<file path="src/rtl/stopwatch_ctrl_if.sv">
// Stopwatch controller signal bundle: request pulses, live counter digits,
// counter control strobes, display drive and debug state.
interface stopwatch_ctrl_if;
  logic       start_stop;
  logic       lap_clr;
  logic [3:0] d0;
  logic [3:0] d1;
  logic [3:0] d2;
  logic [3:0] d3;
  logic       cnt_en;
  logic       cnt_clr;
  logic [3:0] disp_bcd;
  logic [3:0] an;
  logic [1:0] state;

  // Environment side: issues requests, supplies digits, observes outputs.
  modport master (
    output start_stop, lap_clr, d0, d1, d2, d3,
    input  cnt_en, cnt_clr, disp_bcd, an, state
  );

  // Controller side.
  modport slave (
    input  start_stop, lap_clr, d0, d1, d2, d3,
    output cnt_en, cnt_clr, disp_bcd, an, state
  );
endinterface

</file>
<file path="src/rtl/stopwatch_ctrl.sv">
// Stopwatch controller: run/pause/lap/clear FSM, count-tick prescaler with
// 9999 saturation, lap snapshot and multiplexed seven-segment scan with
// optional leading-zero blanking.
module stopwatch_ctrl #(
  parameter int unsigned TICK_DIV = 1000000,
  parameter int unsigned SCAN_DIV = 100000,
  parameter int unsigned BLANK_LZ = 1
) (
  input  logic             clk,
  input  logic             rst,
  stopwatch_ctrl_if.slave  bus
);

  localparam int unsigned TICK_W = $clog2(TICK_DIV);
  localparam int unsigned SCAN_W = $clog2(SCAN_DIV);
  localparam logic [TICK_W-1:0] TICK_LAST = TICK_W'(TICK_DIV - 1);
  localparam logic [SCAN_W-1:0] SCAN_LAST = SCAN_W'(SCAN_DIV - 1);

  typedef enum logic [1:0] {
    IDLE  = 2'b00,
    RUN   = 2'b01,
    PAUSE = 2'b10,
    LAP   = 2'b11
  } state_t;

  state_t              cur;
  state_t              nxt;
  logic [TICK_W-1:0]   tick_cnt;
  logic [SCAN_W-1:0]   scan_cnt;
  logic [1:0]          idx;
  logic [15:0]         live;
  logic [15:0]         snap;
  logic [15:0]         src;
  logic [3:0]          blank;
  logic                running;
  logic                tick;
  logic                at_max;
  logic                take_snap;
  logic                clr_req;
  logic                cnt_en_c;
  logic                cnt_clr_q;
  logic [3:0]          disp_c;
  logic [3:0]          an_c;

  assign live    = {bus.d3, bus.d2, bus.d1, bus.d0};
  assign running = (cur == RUN) || (cur == LAP);
  assign at_max  = (live == 16'h9999);
  assign tick    = running && (tick_cnt == TICK_LAST);

  // State register.
  always_ff @(posedge clk) begin
    if (rst) begin
      cur <= IDLE;
    end else begin
      cur <= nxt;
    end
  end

  // Next-state and request decode; a tick at 9999 forces PAUSE and
  // suppresses the enable so the counter chain holds at its maximum.
  always_comb begin
    nxt       = cur;
    take_snap = 1'b0;
    clr_req   = 1'b0;
    cnt_en_c  = 1'b0;
    if (tick && at_max) begin
      nxt = PAUSE;
    end else begin
      cnt_en_c = tick;
      case (cur)
        IDLE: begin
          if (bus.start_stop) begin
            nxt = RUN;
          end else if (bus.lap_clr) begin
            clr_req = 1'b1;
          end
        end
        RUN: begin
          if (bus.start_stop) begin
            nxt = PAUSE;
          end else if (bus.lap_clr) begin
            nxt       = LAP;
            take_snap = 1'b1;
          end
        end
        LAP: begin
          if (bus.start_stop) begin
            nxt = PAUSE;
          end else if (bus.lap_clr) begin
            nxt = RUN;
          end
        end
        PAUSE: begin
          if (bus.start_stop) begin
            nxt = RUN;
          end else if (bus.lap_clr) begin
            nxt     = IDLE;
            clr_req = 1'b1;
          end
        end
        default: nxt = IDLE;
      endcase
    end
  end

  // Tick prescaler: counts only while running, so pausing drops the partial tick.
  always_ff @(posedge clk) begin
    if (rst || !running) begin
      tick_cnt <= '0;
    end else if (tick_cnt == TICK_LAST) begin
      tick_cnt <= '0;
    end else begin
      tick_cnt <= tick_cnt + 1'b1;
    end
  end

  // Free-running scan prescaler and digit slot index.
  always_ff @(posedge clk) begin
    if (rst) begin
      scan_cnt <= '0;
      idx      <= '0;
    end else if (scan_cnt == SCAN_LAST) begin
      scan_cnt <= '0;
      idx      <= idx + 2'd1;
    end else begin
      scan_cnt <= scan_cnt + 1'b1;
    end
  end

  // Lap snapshot of the live digits, taken on the RUN -> LAP edge.
  always_ff @(posedge clk) begin
    if (rst) begin
      snap <= '0;
    end else if (take_snap) begin
      snap <= live;
    end
  end

  // Registered clear strobe, high for the cycle after the accepting edge.
  always_ff @(posedge clk) begin
    if (rst) begin
      cnt_clr_q <= 1'b0;
    end else begin
      cnt_clr_q <= clr_req;
    end
  end

  assign src = (cur == LAP) ? snap : live;

  // Leading-zero mask: a slot blanks when it and every higher digit are zero.
  always_comb begin
    blank    = '0;
    blank[3] = (BLANK_LZ != 0) && (src[15:12] == 4'd0);
    blank[2] = blank[3] && (src[11:8] == 4'd0);
    blank[1] = blank[2] && (src[7:4] == 4'd0);
  end

  // Digit mux and active-low one-hot anode drive for the current slot.
  always_comb begin
    disp_c = '0;
    case (idx)
      2'd0:    disp_c = src[3:0];
      2'd1:    disp_c = src[7:4];
      2'd2:    disp_c = src[11:8];
      default: disp_c = src[15:12];
    endcase
    if (blank[idx]) begin
      an_c = '1;
    end else begin
      an_c = ~(4'b0001 << idx);
    end
  end

  assign bus.cnt_en   = cnt_en_c;
  assign bus.cnt_clr  = cnt_clr_q;
  assign bus.disp_bcd = disp_c;
  assign bus.an       = an_c;
  assign bus.state    = cur;

endmodule

</file>
<file path="src/flat_wrapper.sv">
// flat-port wrapper written by rule: the top's interface ports become plain ports
module stopwatch_ctrl_flat 
#(
  parameter int unsigned TICK_DIV = 1000000,
  parameter int unsigned SCAN_DIV = 100000,
  parameter int unsigned BLANK_LZ = 1
)
  (clk, rst, bus_start_stop, bus_lap_clr, bus_d0, bus_d1, bus_d2, bus_d3, bus_cnt_en, bus_cnt_clr, bus_disp_bcd, bus_an, bus_state);
  stopwatch_ctrl_if bus_i ();
  input  logic clk;
  input  logic rst;
  input wire logic [$bits(bus_i.start_stop)-1:0] bus_start_stop;
  input wire logic [$bits(bus_i.lap_clr)-1:0] bus_lap_clr;
  input wire logic [$bits(bus_i.d0)-1:0] bus_d0;
  input wire logic [$bits(bus_i.d1)-1:0] bus_d1;
  input wire logic [$bits(bus_i.d2)-1:0] bus_d2;
  input wire logic [$bits(bus_i.d3)-1:0] bus_d3;
  output wire logic [$bits(bus_i.cnt_en)-1:0] bus_cnt_en;
  output wire logic [$bits(bus_i.cnt_clr)-1:0] bus_cnt_clr;
  output wire logic [$bits(bus_i.disp_bcd)-1:0] bus_disp_bcd;
  output wire logic [$bits(bus_i.an)-1:0] bus_an;
  output wire logic [$bits(bus_i.state)-1:0] bus_state;
  assign bus_i.start_stop = bus_start_stop;
  assign bus_i.lap_clr = bus_lap_clr;
  assign bus_i.d0 = bus_d0;
  assign bus_i.d1 = bus_d1;
  assign bus_i.d2 = bus_d2;
  assign bus_i.d3 = bus_d3;
  assign bus_cnt_en = bus_i.cnt_en;
  assign bus_cnt_clr = bus_i.cnt_clr;
  assign bus_disp_bcd = bus_i.disp_bcd;
  assign bus_an = bus_i.an;
  assign bus_state = bus_i.state;
  stopwatch_ctrl #(.TICK_DIV(TICK_DIV), .SCAN_DIV(SCAN_DIV), .BLANK_LZ(BLANK_LZ)) u_core (.clk(clk), .rst(rst), .bus(bus_i));
endmodule
</file>
<file path="config.mk">
export PLATFORM = sky130hd
export DESIGN_NAME = stopwatch_ctrl_flat
export DESIGN_NICKNAME = d
export VERILOG_FILES = /design/src/rtl/stopwatch_ctrl_if.sv /design/src/rtl/stopwatch_ctrl.sv /design/src/flat_wrapper.sv
export SDC_FILE = /design/constraint.sdc
export NUM_CORES = 1
export LEC_CHECK = 0
export BUFFER_PORTS_ARGS = -buffer_cell sky130_fd_sc_hd__buf_2
export CAP_MARGIN = 40
export CORE_AREA = 2 2 81 83
export DETAILED_ROUTE_END_ITERATION = 12
export DIE_AREA = 0 0 83 85
export GPL_TIMING_DRIVEN = 0
export PLACE_DENSITY = 0.74
export SLEW_MARGIN = 15
export SYNTH_ARGS = -nofsm -noshare
export SYNTH_HDL_FRONTEND = slang
export SYNTH_SLANG_ARGS = --single-unit
</file>
<file path="constraint.sdc">
create_clock -name clk -period 2.5 [get_ports clk]
set_input_delay 0.25 -clock clk [delete_from_list [all_inputs] [get_ports clk]]
set_output_delay 0.25 -clock clk [all_outputs]
set_load 0.02 [all_outputs]
</file>
-- Word level (Yosys, flattened, before mapping)
Cells that the tools add are included.
- word-level logic and storage cells: 68
- latch bits: 0
- bits in read-only memories: 0
- register bits: 58
- memory bits (writable): 0
- memories: 0
- eq/ne operators: 16
- magnitude comparators: 1
- shift-type cells: 1
- multiplexer cells: 19
- multipliers: 0
- bitwise operators: 2
- reduce and logical (&&, ||, !) cells: 19
- div/mod/pow operators: 0
- add/subtract/negate cells: 3
- operators with widths (kind ; count):
    $add 20x1->20 const B ; 1
    $eq 20x20->1 const B ; 1
    $add 17x1->17 const B ; 1
    $eq 17x17->1 const B ; 1
    $eq 16x16->1 const B ; 1
    $mux 16 ; 1
    $mux 2 ; 8
    $logic_not 4->1 ; 3
    $pmux 4 s3 ; 1
    $ne 3x3->1 const B ; 3
    $ne 4x4->1 const B ; 2
    $pmux 2 s4 ; 1
    $reduce_and 4->1 ; 2
    $reduce_or 2->1 ; 4
    $eq 2x2->1 const B ; 3
    $mux 1 ; 6
    $eq 2x1->1 const B ; 2
    $logic_and 1x1->1 ; 4
    $logic_not 2->1 ; 2
    $mux 4 ; 1
    $ne 4x3->1 const B ; 1
    $not 4->4 ; 1
    $shl 1x2->4 const A ; 1
    $lt 2x3->1 const B ; 1
    8 further kinds ; 9

-- Longest topological paths before layout
- word-level depth: 8
- gate-level depth with buffers: 7

-- Worst setup path after synthesis
Ideal clock, no wire load.
- kind: reg2out
- start: reg u_core.cur[0], in the netlist u_core.bus.state[0]
- end: out bus_an[1]
- data arrival time: 2.083 ns
- slack: 0.167 ns
- required time: 2.250 ns
- cell stages (with the launch flop): 7
- cell sequence: dfxtp_1 > clkbuf_1 > nand2_1 > buf_2 > mux2i_1 > o31a_1 > o21ai_0
- word-level cells in the longest chain between the ends: 8
- elaborated cells on any way between the ends: 10
- those cells by class: eq/ne: 1; mux: 4; reduce/logical: 5
- ends and longest elaborated chain (what ; RTL line ; RTL):
    start, declared ; stopwatch_ctrl.sv:26 ; state_t cur;
    start signal, assigned ; stopwatch_ctrl.sv:55 ; cur <= nxt;
    $eq 2x2->1 * ; stopwatch_ctrl.sv:148 ; assign src = (cur == LAP) ? snap : live;
    $mux 16 * ; stopwatch_ctrl.sv:148 ;
    $logic_not 4->1 (on tied branches) ; stopwatch_ctrl.sv:153, stopwatch_ctrl.sv:154 ;
    $logic_and 1x1->1 ; stopwatch_ctrl.sv:154 ; blank[2] = blank[3] && (src[11:8] == 4'd0);
    $logic_and 1x1->1 ; stopwatch_ctrl.sv:155 ; blank[1] = blank[2] && (src[7:4] == 4'd0);
    $bmux 1 s2 * ; stopwatch_ctrl.sv:167 ; if (blank[idx]) begin
    $mux 1 (implied by the code) * ; stopwatch_ctrl.sv:167 ;
    $mux 4 * ; stopwatch_ctrl.sv:167 ;
    end, declared ; flat_wrapper.sv:21 ; output wire logic [$bits(bus_i.an)-1:0] bus_an;
Every way passes the cells marked *; elsewhere a longest branch is shown, timed or not. The select of a mux whose other input is x is not followed.

-- Worst setup path in the final report
- start: in bus_d3[0]
- end: out bus_cnt_en
- word-level cells in the longest chain between the ends: 3
- ends and longest elaborated chain (what ; RTL line ; RTL):
    start, declared ; flat_wrapper.sv:17 ; input wire logic [$bits(bus_i.d3)-1:0] bus_d3;
    $eq 16x16->1 ; stopwatch_ctrl.sv:47 ; assign at_max = (live == 16'h9999);
    $logic_and 1x1->1 ; stopwatch_ctrl.sv:66 ; if (tick && at_max) begin
    $mux 1 ; stopwatch_ctrl.sv:66 ;
    end, declared ; flat_wrapper.sv:18 ; output wire logic [$bits(bus_i.cnt_en)-1:0] bus_cnt_en;
No other way between the ends.

==> reports/metrics.yaml <==
drt:
  drc_errors: 0
  dr.pass1.iters: 5
  wl_per_cell_um: 15.6
  wl_mm: 7.99
  vias: 3145
  drtIter0Drc: 320
  via_per_inst: 6.15
  antenna_left: 0
final_layout:
  antennaDiodeCount: 0
  layout.nets: 457
  syn_to_final_growth_pct: 14.8
  drive_gt1_share_pct: 17.7
  nFillCells: 540
power_and_ir_drop:
  power_leakage_nw: 1.34
  ir_worst_vdd_uv: 469
  p_total_w: 0.00201
  powerDensity_nw_per_um2: 533
die:
  rows: 29
  die_x_um: 83
  die_area_um2: 7060
  core_um2: 6200
  io_pins: 32
  initial_core_util_pct: 52.9
  fp.dieH_um: 85
critical_path:
  arrival_ns: 2.12
  crit_required_ns: 2.25
  worst_setup_path_end_kind: "output port"
  start_kind: "primary input"
  critPathMaxFanout: 10
  worst-setup-path-type: "primary input to output port"
timing:
  period_share_pct: 94.8
  setup_viol: 0
  slew-limit-headroom_pct: 47.4
  hold_viol: 0
  rsz0062_at_grt: "false"
  finClkSkew_ns: 0.00997
  tns_ns: 0
  finalCriticalPeriod_ns: 2.37
  final_max_slew_viol_count: 0
  tightest_slew_ns: 0.788
  clock.fmax_mhz: 422
place:
  gpl.final_weighted_congestion: 0.905
  dpl.hpwl_mm: 5.57
  place.port_buffers: 30
global_route:
  grt_max_degree: 13
  antenna_found_initial: 0
  overflow: 0
  grt_pass1_wl_mm: 13.4
  grt_usage_pct: 23.1
  grt_pass1_vias: 2903
yosys:
  synth_cell_type_count: 46
  synth_compound_area_share_pct: 10.7
  synthAdderAreaFrac_pct: 3.05
  syn_area_um2: 3280
  synthTopCellsByArea: "dfxtp_1 35%, nand4_1 4.8%, nand3_1 4.3%"
  syn_avg_cell_area_um2: 8.43
  synth-xor-area-share_pct: 6.67
  yosysTopAreaCellShare_pct: 35.4
  ys.flop_type: "dfxtp_1"
  synthSimpleGateAreaFrac_pct: 33.4
  synth_largest_area_cell: "dfxtp_1"
  synth_top_family_by_area: "simple AND/OR/NAND/NOR gates"
  synth_seq_area_share_pct: 35.4
  synth_edf_count: 0
  syn-instance-count: 389
  synthArstFlopShare_pct: 0
  syn_nets: 417
  muxShareOfSynthArea_pct: 6.86
  synth_warnings: 0
  ys_seq_elements: 58
clock_tree:
  cts_max_level: 3
  cts_root_buf: "clkbuf_8"
  clk_latency_ns: 0.34
  clkSinkCount: 58
  ctsHoldBuffers: 0
  cts.path.max_buffers: 2
  clk_pin_slew_worst_paths_ns: 0.08
  cts_buffers: 9
  cts_tree: "yes"
job:
  cap_violations: 0
hold_path:
  hold_path_class: "primary input to flip-flop"
run_status:
  status: "completed"
[routing by layer]
metal	track usage (%)	wire length, um	up-vias
met3	6.13	486	19
met4	10.4	225	0
met2	37.2	3610	133
li1	-	-	1523
met5	0	0	-
met1	29.3	3670	1470
[registers in the layout, summed over array words and instances, names as in the netlist]
name                count
u_core.tick_cnt        20
u_core.scan_cnt        17
u_core.snap            16
u_core.bus.state        2
u_core.idx              2
u_core.bus.cnt_clr      1
[final timing paths]
check,from,endpoint,slack [ns],cells after the start
worst max-delay path,bus_d3[0],bus_cnt_en,0.13,7
worst min-delay path,bus_start_stop,u_core.bus.cnt_clr$_SDFF_PP0_,0.16,2
worst max register to register,u_core.tick_cnt[0]$_SDFF_PP0_,u_core.snap[0]$_SDFFE_PP0P_,0.17,7
worst min register to register,u_core.scan_cnt[0]$_SDFF_PP0_,u_core.scan_cnt[0]$_SDFF_PP0_,0.47,1
[power breakdown]
group,switching [W],internal [W],total (W)
sequential,0.0000190,0.000943,0.000962
combinational,0.0000919,0.0000680,0.000160
clock,0.000417,0.000466,0.000884
total,0.000528,0.00148,0.00201
[kinds of logic after synthesis]
| group | after synthesis |
|---|---|
| compound gates | 54 |
| xor+xnor | 25 |
| fa+ha+maj | 8 |
| buf+inv | 33 |
| flops | 58 |
| mux | 21 |
| simple gates | 190 |
[through the flow]
| step | worst slack (ns) | util [%] | instance area [um^2] | hold WS (ns) | cells |
|---|---|---|---|---|---|
| after floorplan | 0.167 | - | 3280 | 0.329 | 389 |
| after global placement | 0.111 | 56.8 | 3530 | 0.442 | 496 |
| after detailed placement | 0.0709 | 56.9 | 3530 | 0.463 | 496 |
| after CTS | 0.0110 | 60.1 | 3730 | 0.148 | 510 |
| after global routing | 0.0167 | 60.7 | 3760 | 0.166 | 511 |
| final | 0.131 | 60.7 | 3760 | 0.156 | 511 |
[repair_timing]
item / 4_1_cts / 5_1_grt
setup buffers: 0 / 0
setup endpoints to repair: 8 / 25
gates resized for setup: 2 / 11
pin swaps: 0 / 0
[layout by cell type (no fill, tap or decap), drive strengths merged, types with 2 or more instances in the layout]
cell	count
a21oi	11
a222oi	4
a22oi	8
a31oi	2
and3	2
and4	5
buf	35
clkbuf	25
clkinv	2
clkinvlp	2
dfxtp	58
ha	8
inv	13
mux2	12
mux2i	9
nand2	22
nand3	29
nand3b	9
nand4	25
nor2	32
nor2b	17
nor3	10
nor3b	8
nor4	5
nor4b	5
nor4bb	2
o21ai	18
o31ai	5
or3	5
or4	10
xnor2	16
xor2	9
[synthesized netlist by cell type, types with 4 or more instances]
cell      instances
a21oi_1          10
a222oi_1          4
a22oi_1           8
and4_1            5
buf_2             4
clkbuf_1         16
dfxtp_1          58
ha_1              8
inv_1            11
mux2_2           12
mux2i_1           9
nand2_1          22
nand3_1          28
nand3b_1          9
nand4_1          25
nor2_1           32
nor2b_1          17
nor3_1           10
nor3b_1           8
nor4_1            4
nor4b_1           5
o21ai_0          18
o31ai_1           5
or3_1             5
or4_1             8
xnor2_1          16
xor2_1            9
[critical path: stages]
cell,delay (ns)
buf_2,0.12
nor4bb_1,0.49
and4_1,0.27
clkbuf_1,0.39
clkbuf_2,0.34
nor3_2,0.08
buf_2,0.16
[area by class of cell]
| cell class | count | area, um^2 | area share [%] |
|---|---|---|---|
| Clock buffer | 9 | 124 | 3.29 |
| Tap cell | 77 | 96.3 | 2.56 |
| Inverter | 11 | 41.3 | 1.10 |
| Sequential cell | 58 | 1160 | 30.9 |
| Timing Repair Buffer | 31 | 155 | 4.12 |
| Clock inverter | 7 | 76.3 | 2.03 |
| Multi-Input combinational cell | 298 | 2020 | 53.7 |
| Buffer | 20 | 86.3 | 2.29 |
Note: power is estimated with default switching activity, not from simulation.
